===== config.mk =====
export PLATFORM = sky130hd
export DESIGN_NAME = mean_binarize
export DESIGN_NICKNAME = d
export VERILOG_FILES = /design/src/rtl/mb_pkg.sv /design/src/rtl/mean_binarize.sv
export SDC_FILE = /design/constraint.sdc
export NUM_CORES = 1
export LEC_CHECK = 0
export BUFFER_PORTS_ARGS = -buffer_cell sky130_fd_sc_hd__buf_2
export CAP_MARGIN = 5
export CORE_ASPECT_RATIO = 1.5
export CORE_MARGIN = 3
export CORE_UTILIZATION = 30
export CTS_BUF_LIST = sky130_fd_sc_hd__clkbuf_8
export DETAILED_ROUTE_END_ITERATION = 12
export SETUP_SLACK_MARGIN = 0.15
export SYNTH_ARGS = -nofsm -noshare
export SYNTH_HDL_FRONTEND = slang
export SYNTH_SLANG_ARGS = --single-unit

===== constraint.sdc =====
create_clock -name clk -period 4.5 [get_ports clk]
set_input_delay 0 -clock clk [delete_from_list [all_inputs] [get_ports clk]]
set_output_delay 0 -clock clk [all_outputs]
set_load 0.01 [all_outputs]

===== src/rtl/mb_pkg.sv =====
// Shared constants and state encoding for the mean/binarize stage that follows
// the median filter engine.
package mb_pkg;

  localparam int ADDR_W = 14;
  localparam int PIX_W  = 8;
  localparam int SUM_W  = 22;
  localparam int N_PIX  = 1 << ADDR_W;

  localparam logic [7:0] PIX_ON  = 8'hFF;
  localparam logic [7:0] PIX_OFF = 8'h00;

  typedef enum logic [2:0] {
    IDLE,
    ACC,
    CALC,
    BIN,
    DRAIN,
    DONE
  } mb_state_e;

endpackage


===== src/rtl/mean_binarize.sv =====
// Two passes over the filtered image: sum every pixel to get the global mean,
// then write a 0xFF/0x00 image thresholded strictly above that mean.
module mean_binarize #(
  parameter int ADDR_W = mb_pkg::ADDR_W,
  parameter int PIX_W  = mb_pkg::PIX_W,
  parameter int SUM_W  = mb_pkg::SUM_W
) (
  input  logic              clk,
  input  logic              reset,
  input  logic              ready,
  output logic              busy,
  output logic [ADDR_W-1:0] raddr,
  input  logic [PIX_W-1:0]  rdata,
  output logic [ADDR_W-1:0] waddr,
  output logic [PIX_W-1:0]  wdata,
  output logic              wen,
  output logic [PIX_W-1:0]  thr
);
  import mb_pkg::*;

  localparam logic [ADDR_W-1:0] LAST_ADDR = '1;

  mb_state_e         state_q, state_d;
  logic [SUM_W-1:0]  sum_q, sum_d;
  logic [ADDR_W-1:0] raddr_q, raddr_d;
  logic [ADDR_W-1:0] waddr_q, waddr_d;
  logic [PIX_W-1:0]  wdata_q, wdata_d;
  logic              wen_q, wen_d;
  logic [PIX_W-1:0]  thr_q, thr_d;
  logic              busy_q, busy_d;

  always_comb begin
    state_d = state_q;
    sum_d   = sum_q;
    raddr_d = raddr_q;
    waddr_d = waddr_q;
    wdata_d = wdata_q;
    wen_d   = 1'b0;
    thr_d   = thr_q;
    case (state_q)
      IDLE: begin
        if (ready) begin
          state_d = ACC;
          sum_d   = '0;
          raddr_d = '0;
        end
      end
      ACC: begin
        sum_d   = sum_q + SUM_W'(rdata);
        raddr_d = raddr_q + 1'b1;
        if (raddr_q == LAST_ADDR) state_d = CALC;
      end
      CALC: begin
        thr_d   = PIX_W'(sum_q >> ADDR_W);
        state_d = BIN;
      end
      BIN: begin
        wen_d   = 1'b1;
        waddr_d = raddr_q;
        wdata_d = (rdata > thr_q) ? PIX_W'(PIX_ON) : PIX_W'(PIX_OFF);
        raddr_d = raddr_q + 1'b1;
        if (raddr_q == LAST_ADDR) state_d = DRAIN;
      end
      DRAIN: begin
        state_d = DONE;
      end
      DONE: begin
        if (!ready) state_d = IDLE;
      end
      default: begin
        state_d = IDLE;
      end
    endcase
  end

  // busy spans the whole run and is held one extra cycle past DRAIN so the
  // final write has fully settled before the next stage sees the falling edge
  assign busy_d = (state_d inside {ACC, CALC, BIN, DRAIN}) || (state_q == DRAIN);

  always_ff @(posedge clk or negedge reset) begin
    if (!reset) begin
      state_q <= IDLE;
      sum_q   <= '0;
      raddr_q <= '0;
      waddr_q <= '0;
      wdata_q <= '0;
      wen_q   <= 1'b0;
      thr_q   <= '0;
      busy_q  <= 1'b0;
    end else begin
      state_q <= state_d;
      sum_q   <= sum_d;
      raddr_q <= raddr_d;
      waddr_q <= waddr_d;
      wdata_q <= wdata_d;
      wen_q   <= wen_d;
      thr_q   <= thr_d;
      busy_q  <= busy_d;
    end
  end

  assign busy  = busy_q;
  assign raddr = raddr_q;
  assign waddr = waddr_q;
  assign wdata = wdata_q;
  assign wen   = wen_q;
  assign thr   = thr_q;

endmodule

**After elaboration in Yosys (flattened, before gate mapping)**

Index checks and enable logic that the tools add are counted.

- Bits in registers: 71
- Input port bits: 11
- Output and inout bits: 46
- Logic and storage cells: 41

- Add/subtract/negate cells: 2
- Order comparisons: 1
- Eq/ne operators: 11
- Muxes and demuxes: 11
- Reduce and logical (&&, ||, !) cells: 8

Operators with widths:

| operator | count |
|---|---|
| $pmux 22 s2 | 1 |
| $pmux 14 s2 | 1 |
| $add 22x8->22 | 1 |
| $mux 22 | 1 |
| $pmux 3 s6 | 1 |
| $add 14x1->14 const B | 1 |
| $eq 14x14->1 const B | 1 |
| $mux 14 | 1 |
| $eq 3x2->1 const B | 4 |
| $mux 3 | 4 |
| $eq 3x3->1 const B | 3 |
| $gt 8x8->1 | 1 |
| $mux 8 | 1 |
| $eq 3x1->1 const B | 2 |
| $reduce_and 2->1 | 2 |
| $reduce_bool 2->1 | 2 |
| $reduce_bool 4->1 | 1 |
| $logic_not 3->1 | 1 |
| $ne 2x2->1 const B | 1 |
| $reduce_or 2->1 | 1 |
| $logic_or 1x1->1 | 1 |
| $mux 1 | 1 |

**Longest topological paths before layout**

- Depth in word-level cells: 6
- Gate-level depth with buffers: 7
- Gate-level depth less buffers: 7

**Least setup slack after synthesis**

OpenSTA, ideal clock, no wires.

- Kind: register to register
- Start point: reg raddr_q[6] (netlist: raddr[6])
- End point: reg state_q[1]
- Setup time: 125 ps
- Arrival time: 1899 ps
- Required time: 4375 ps
- Slack: 2477 ps
- Cell stages (with the launch flop): 6
- Path buffers: 0
- Period minus slack after synthesis: 2023 ps
- Cells stage by stage: dfrtp_1 -> nand4_1 -> or4_1 -> or3_1 -> nor2_1 -> mux2_2

- Longest elaborated chain between the ends: 3
- Elaborated cells between the ends (all ways): 4
- Those cells by class: 1 x eq/ne; 3 x mux

RTL lines:

| element | line | RTL |
|---|---|---|
| start: declaration | mean_binarize.sv:25 | `logic [ADDR_W-1:0] raddr_q, raddr_d;` |
| start signal: assignment | mean_binarize.sv:93 | `raddr_q <= raddr_d;` |
| $eq 14x14->1 (*) | mean_binarize.sv:51, mean_binarize.sv:62 |  |
| $mux 3 (on tied branches) | mean_binarize.sv:62, mean_binarize.sv:51 |  |
| $pmux 3 s6 (*) | mean_binarize.sv:40 | `case (state_q)` |
| via state_d[1] | mean_binarize.sv:23 | `mb_state_e state_q, state_d;` |
| end signal: assignment | mean_binarize.sv:91 | `state_q <= state_d;` |
| end: declaration | mean_binarize.sv:23 |  |

The timed path passes the listed nets; every way through them passes the cells marked *.
A chain may end at the register's enable or synchronous reset.

**Worst setup path in the final report**

- Start point: reg state_q[2]
- End point: reg sum_q[21]

- Longest elaborated chain between the ends: 3
- Elaborated cells between the ends (all ways): 6
- Those cells by class: 2 x eq/ne; 1 x mux; 3 x reduce/logical

RTL lines:

| element | line | RTL |
|---|---|---|
| $eq 3x1->1 or $logic_not 3->1 (tied branches) | mean_binarize.sv:40 |  |
| $reduce_bool 2->1 (no line) or $ne 2x2->1 (tied branches) | -- |  |
| $reduce_and 2->1 (no line) | -- |  |
| end signal: assignment | mean_binarize.sv:92 | `sum_q <= sum_d;` |
| end: declaration | mean_binarize.sv:24 | `logic [SUM_W-1:0] sum_q, sum_d;` |

Several ways; a longest one is shown, not always the timed one.

==> insert_results.sql <==
INSERT INTO impl_metrics (metric_group, metric, value, unit) VALUES
('logic_synthesis', 'synth_simple_gate_area_frac', '0.162', ''),
('power_and_ir_drop', 'share_clk_of_total_power', '0.260', ''),
('setup_path', 'crit_fanout', '15', ''),
('logic_synthesis', 'synth.yosys.warnings', '0', ''),
('finish', 'layout_commonest_cell', 'dfrtp_1', ''),
('clock_network', 'clock-root-buffer', 'clkbuf_8', ''),
('floorplan', 'die-width', '92.1', 'microns'),
('floorplan', 'boundaryPins', '57', ''),
('drt', 'drt_pass1_iterations', '4', ''),
('drt', 'drt-initial-drc-count', '128', ''),
('setup_path', 'cp.arrival', '2.52', 'ns'),
('outcome', 'outcome', 'finished clean', ''),
('global_routing', 'groute.layer.met1.usage', '0.159', ''),
('finish', 'nFillCells', '1110', ''),
('placed_design', 'dp.final_hpwl', '5.48', 'mm'),
('logic_synthesis', 'synth.mux.area_fraction', '0.0829', ''),
('power_and_ir_drop', 'post_layout_power', '1.88', 'mW'),
('sta', 'worst_clock_skew', '0.0107', 'ns'),
('min_path', 'min_delay_path_class', 'in -> reg', ''),
('setup_path', 'critical_path.reg2reg.endpoint', 'sum_q[21]', ''),
('finish', 'fin_nets', '420', ''),
('placed_design', 'place.gp.congestion', '0.799', ''),
('power_and_ir_drop', 'internal_power', '1.21', 'mW'),
('setup_path', 'worst-r2r-setup-slack', '2.19', 'ns'),
('clock_network', 'tritoncts', 'done', ''),
('global_routing', 'largest_net_degree_at_the_start_of_global_routing', '65', ''),
('clock_network', 'worstSkewPairLatency', '0.33', 'ns'),
('clock_network', 'tritoncts.num_buffers', '9', ''),
('floorplan', 'floorplan.initialDensity', '0.311', ''),
('floorplan', 'coreArea', '0.0107', 'sq mm'),
('logic_synthesis', 'netlist-cell-type-count', '40', ''),
('drt', 'routed_wl', '7.61', 'mm'),
('power_and_ir_drop', 'vdd.ir_drop.worst', '0.249', 'mV'),
('global_routing', 'number_of_global_route_vias_before_repair', '2665', ''),
('drt', 'routed_via_density', '4.96', ''),
('global_routing', 'global_route.usage.met2', '0.209', ''),
('sta', 'max_slew.worst_pin.slew', '0.983', 'ns'),
('clock_network', 'clock_sinks', '64', ''),
('setup_path', 'cells_on_worst_reg2reg_path', '5', ''),
('power_and_ir_drop', 'sw_frac_of_total', '0.355', ''),
('sta', 'maxSlewViolCount', '0', ''),
('sta', 'final.setup.tns', '0', 'ns'),
('clock_network', 'cts_buffer_depth', '2', ''),
('sta', 'final-setup-viol-count', '0', ''),
('power_and_ir_drop', 'switching_power', '0.669', 'mW'),
('job', 'cap_viol_max_count', '0', ''),
('setup_path', 'worst_ep_required_time', '4.71', 'ns'),
('sta', 'grt_setup_unrepaired', 'no', ''),
('logic_synthesis', 'area_fraction_in_compound_gates_after_synthesis', '0.135', ''),
('global_routing', 'global_route_wire_length_before_repair', '12.7', 'mm'),
('logic_synthesis', 'synth.ff_latch_count', '64', ''),
('logic_synthesis', 'ys_seq_area_frac', '0.480', ''),
('drt', 'routed_wire_length_per_instance', '14.1', 'microns'),
('logic_synthesis', 'synth-xor-area-share', '0.0236', ''),
('setup_path', 'crit_start', 'state_q[2]', ''),
('finish', 'syn2layout_area_growth', '18.2', '%'),
('floorplan', 'floorplan.rows', '46', ''),
('logic_synthesis', 'postSynthAreaPerCell', '9.92', 'sq um'),
('finish', 'antenna_cell_count', '0', ''),
('sta', 'final_hold_viol_count', '0', ''),
('sta', 'finalCriticalPeriod', '2.31', 'ns'),
('setup_path', 'setup.worst_path.end', 'sum_q[21]', ''),
('power_and_ir_drop', 'seqPwrFrac', '0.429', ''),
('clock_network', 'cts_htree_levels', '3', ''),
('drt', 'drc', '0', ''),
('global_routing', 'grt_use_total', '0.125', ''),
('finish', 'layout_common_cells', 'dfrtp_1, buf_2, nand2_1', ''),
('drt', 'antenna_violating_nets_post_route', '0', ''),
('placed_design', 'port_buffers', '56', ''),
('global_routing', 'antenna_found_initial', '0', ''),
('power_and_ir_drop', 'total_leakage_power', '1.89', 'nW');
[power groups by stage]
stage               registers, mW  logic, mW  clock network [mW]
floorplan                   0.812      0.406                   0
global placement            0.813      0.569                   0
detailed placement          0.818      0.582                   0
CTS                         0.808      0.589               0.507
global route                0.829      0.668               0.529
finish                      0.808      0.586               0.489
[metal layers]
metal	share of wire	vias to the layer above
met1	0.45	1294
met5	0	-
met3	0.045	12
met4	0.017	0
met2	0.49	74
li1	-	1298
[layout make-up]
type	count	area (sq um)	area share
Clock buffer	10	138	0.0349
Clock inverter	6	60.1	0.0152
Inverter	18	67.6	0.0171
Multi-Input combinational cell	238	1580	0.401
Sequential cell	64	1600	0.406
Tap cell	144	180	0.0457
Timing Repair Buffer	60	315	0.0800
[stage by stage]
stage / util / worst slack [ns] / instance area [sq um] / hold WS [ns] / std cells
5_1_grt: 0.368 / 2.05 / 3940 / 0.0371 / 540
4_1_cts: 0.368 / 2.20 / 3940 / 0.0325 / 540
2_1_floorplan: - / 2.48 / 3330 / -0.296 / 336
6_report: 0.368 / 2.19 / 3940 / 0.0453 / 540
3_3_place_gp: 0.348 / 2.24 / 3720 / 0.234 / 522
3_5_place_dp: 0.348 / 2.21 / 3720 / 0.239 / 522
[cell families (layout without fill, tap and decap cells)]
family,after synthesis,count (layout)
flip-flops,64,64
XOR/XNOR,9,9
AND/OR/NAND/NOR,116,116
adder cells (fa/ha/maj),18,18
buffers and inverters,34,94
AO/OA/AOI/OAI,69,69
multiplexers,26,26
[flip-flops by register name, indices dropped and copies added (netlist names)]
register and count:
sum_q 22, raddr 14, waddr 14, thr 8, state_q 3, busy 1
wdata 1, wen 1
[cell usage after synthesis]
cell type | n | area share
a2111oi_4 | 1 | 0.0083
a211oi_1 | 4 | 0.0090
a21o_1 | 4 | 0.0090
a21oi_1 | 9 | 0.014
a22o_1 | 5 | 0.013
a31oi_1 | 1 | 0.0019
a32o_1 | 1 | 0.0030
and2_1 | 1 | 0.0019
and3_1 | 1 | 0.0019
buf_4 | 7 | 0.016
clkbuf_1 | 9 | 0.010
dfrtp_1 | 64 | 0.48
fa_1 | 1 | 0.0060
ha_1 | 17 | 0.064
inv_1 | 18 | 0.020
mux2_2 | 13 | 0.044
mux2i_1 | 13 | 0.039
nand2_1 | 48 | 0.054
nand2b_1 | 2 | 0.0038
nand2b_2 | 1 | 0.0026
nand3_1 | 18 | 0.027
nand4_1 | 4 | 0.0075
nor2_1 | 20 | 0.023
nor2b_1 | 1 | 0.0019
nor3_1 | 8 | 0.012
nor3b_1 | 2 | 0.0045
nor4_1 | 3 | 0.0056
o2111ai_1 | 2 | 0.0053
o211ai_1 | 8 | 0.018
o21a_1 | 1 | 0.0023
o21ai_0 | 29 | 0.044
o21ai_1 | 1 | 0.0015
o31ai_1 | 2 | 0.0045
o41ai_1 | 1 | 0.0026
or3_1 | 3 | 0.0056
or4_1 | 2 | 0.0045
or4_4 | 1 | 0.0034
or4b_2 | 1 | 0.0030
xnor2_1 | 3 | 0.0079
xor2_1 | 6 | 0.016
[worst min path at each step]
stage,start,endpoint,slack [ns],cells past startpoint
floorplan,reset,busy,-0.30,0
global placement,reset,waddr[7],0.23,2
detailed placement,reset,raddr[7],0.24,2
CTS,rdata[0],sum_q[0],0.03,3
global route,rdata[0],sum_q[0],0.04,3
finish,rdata[0],sum_q[0],0.05,3
[worst max-delay path: stages (launching register included)]
cell	delay, ns
dfrtp_1	0.48
nand2b_2	0.37
or4_4	0.59
nor3b_1	0.41
o2111ai_1	0.20
mux2i_1	0.15
[timing repair]
item	CTS	global route
setup buffers	0	0
hold buffers	2	0
endpoints found under the hold margin	65	0
No activity file was read; power rests on OpenSTA's default activity.
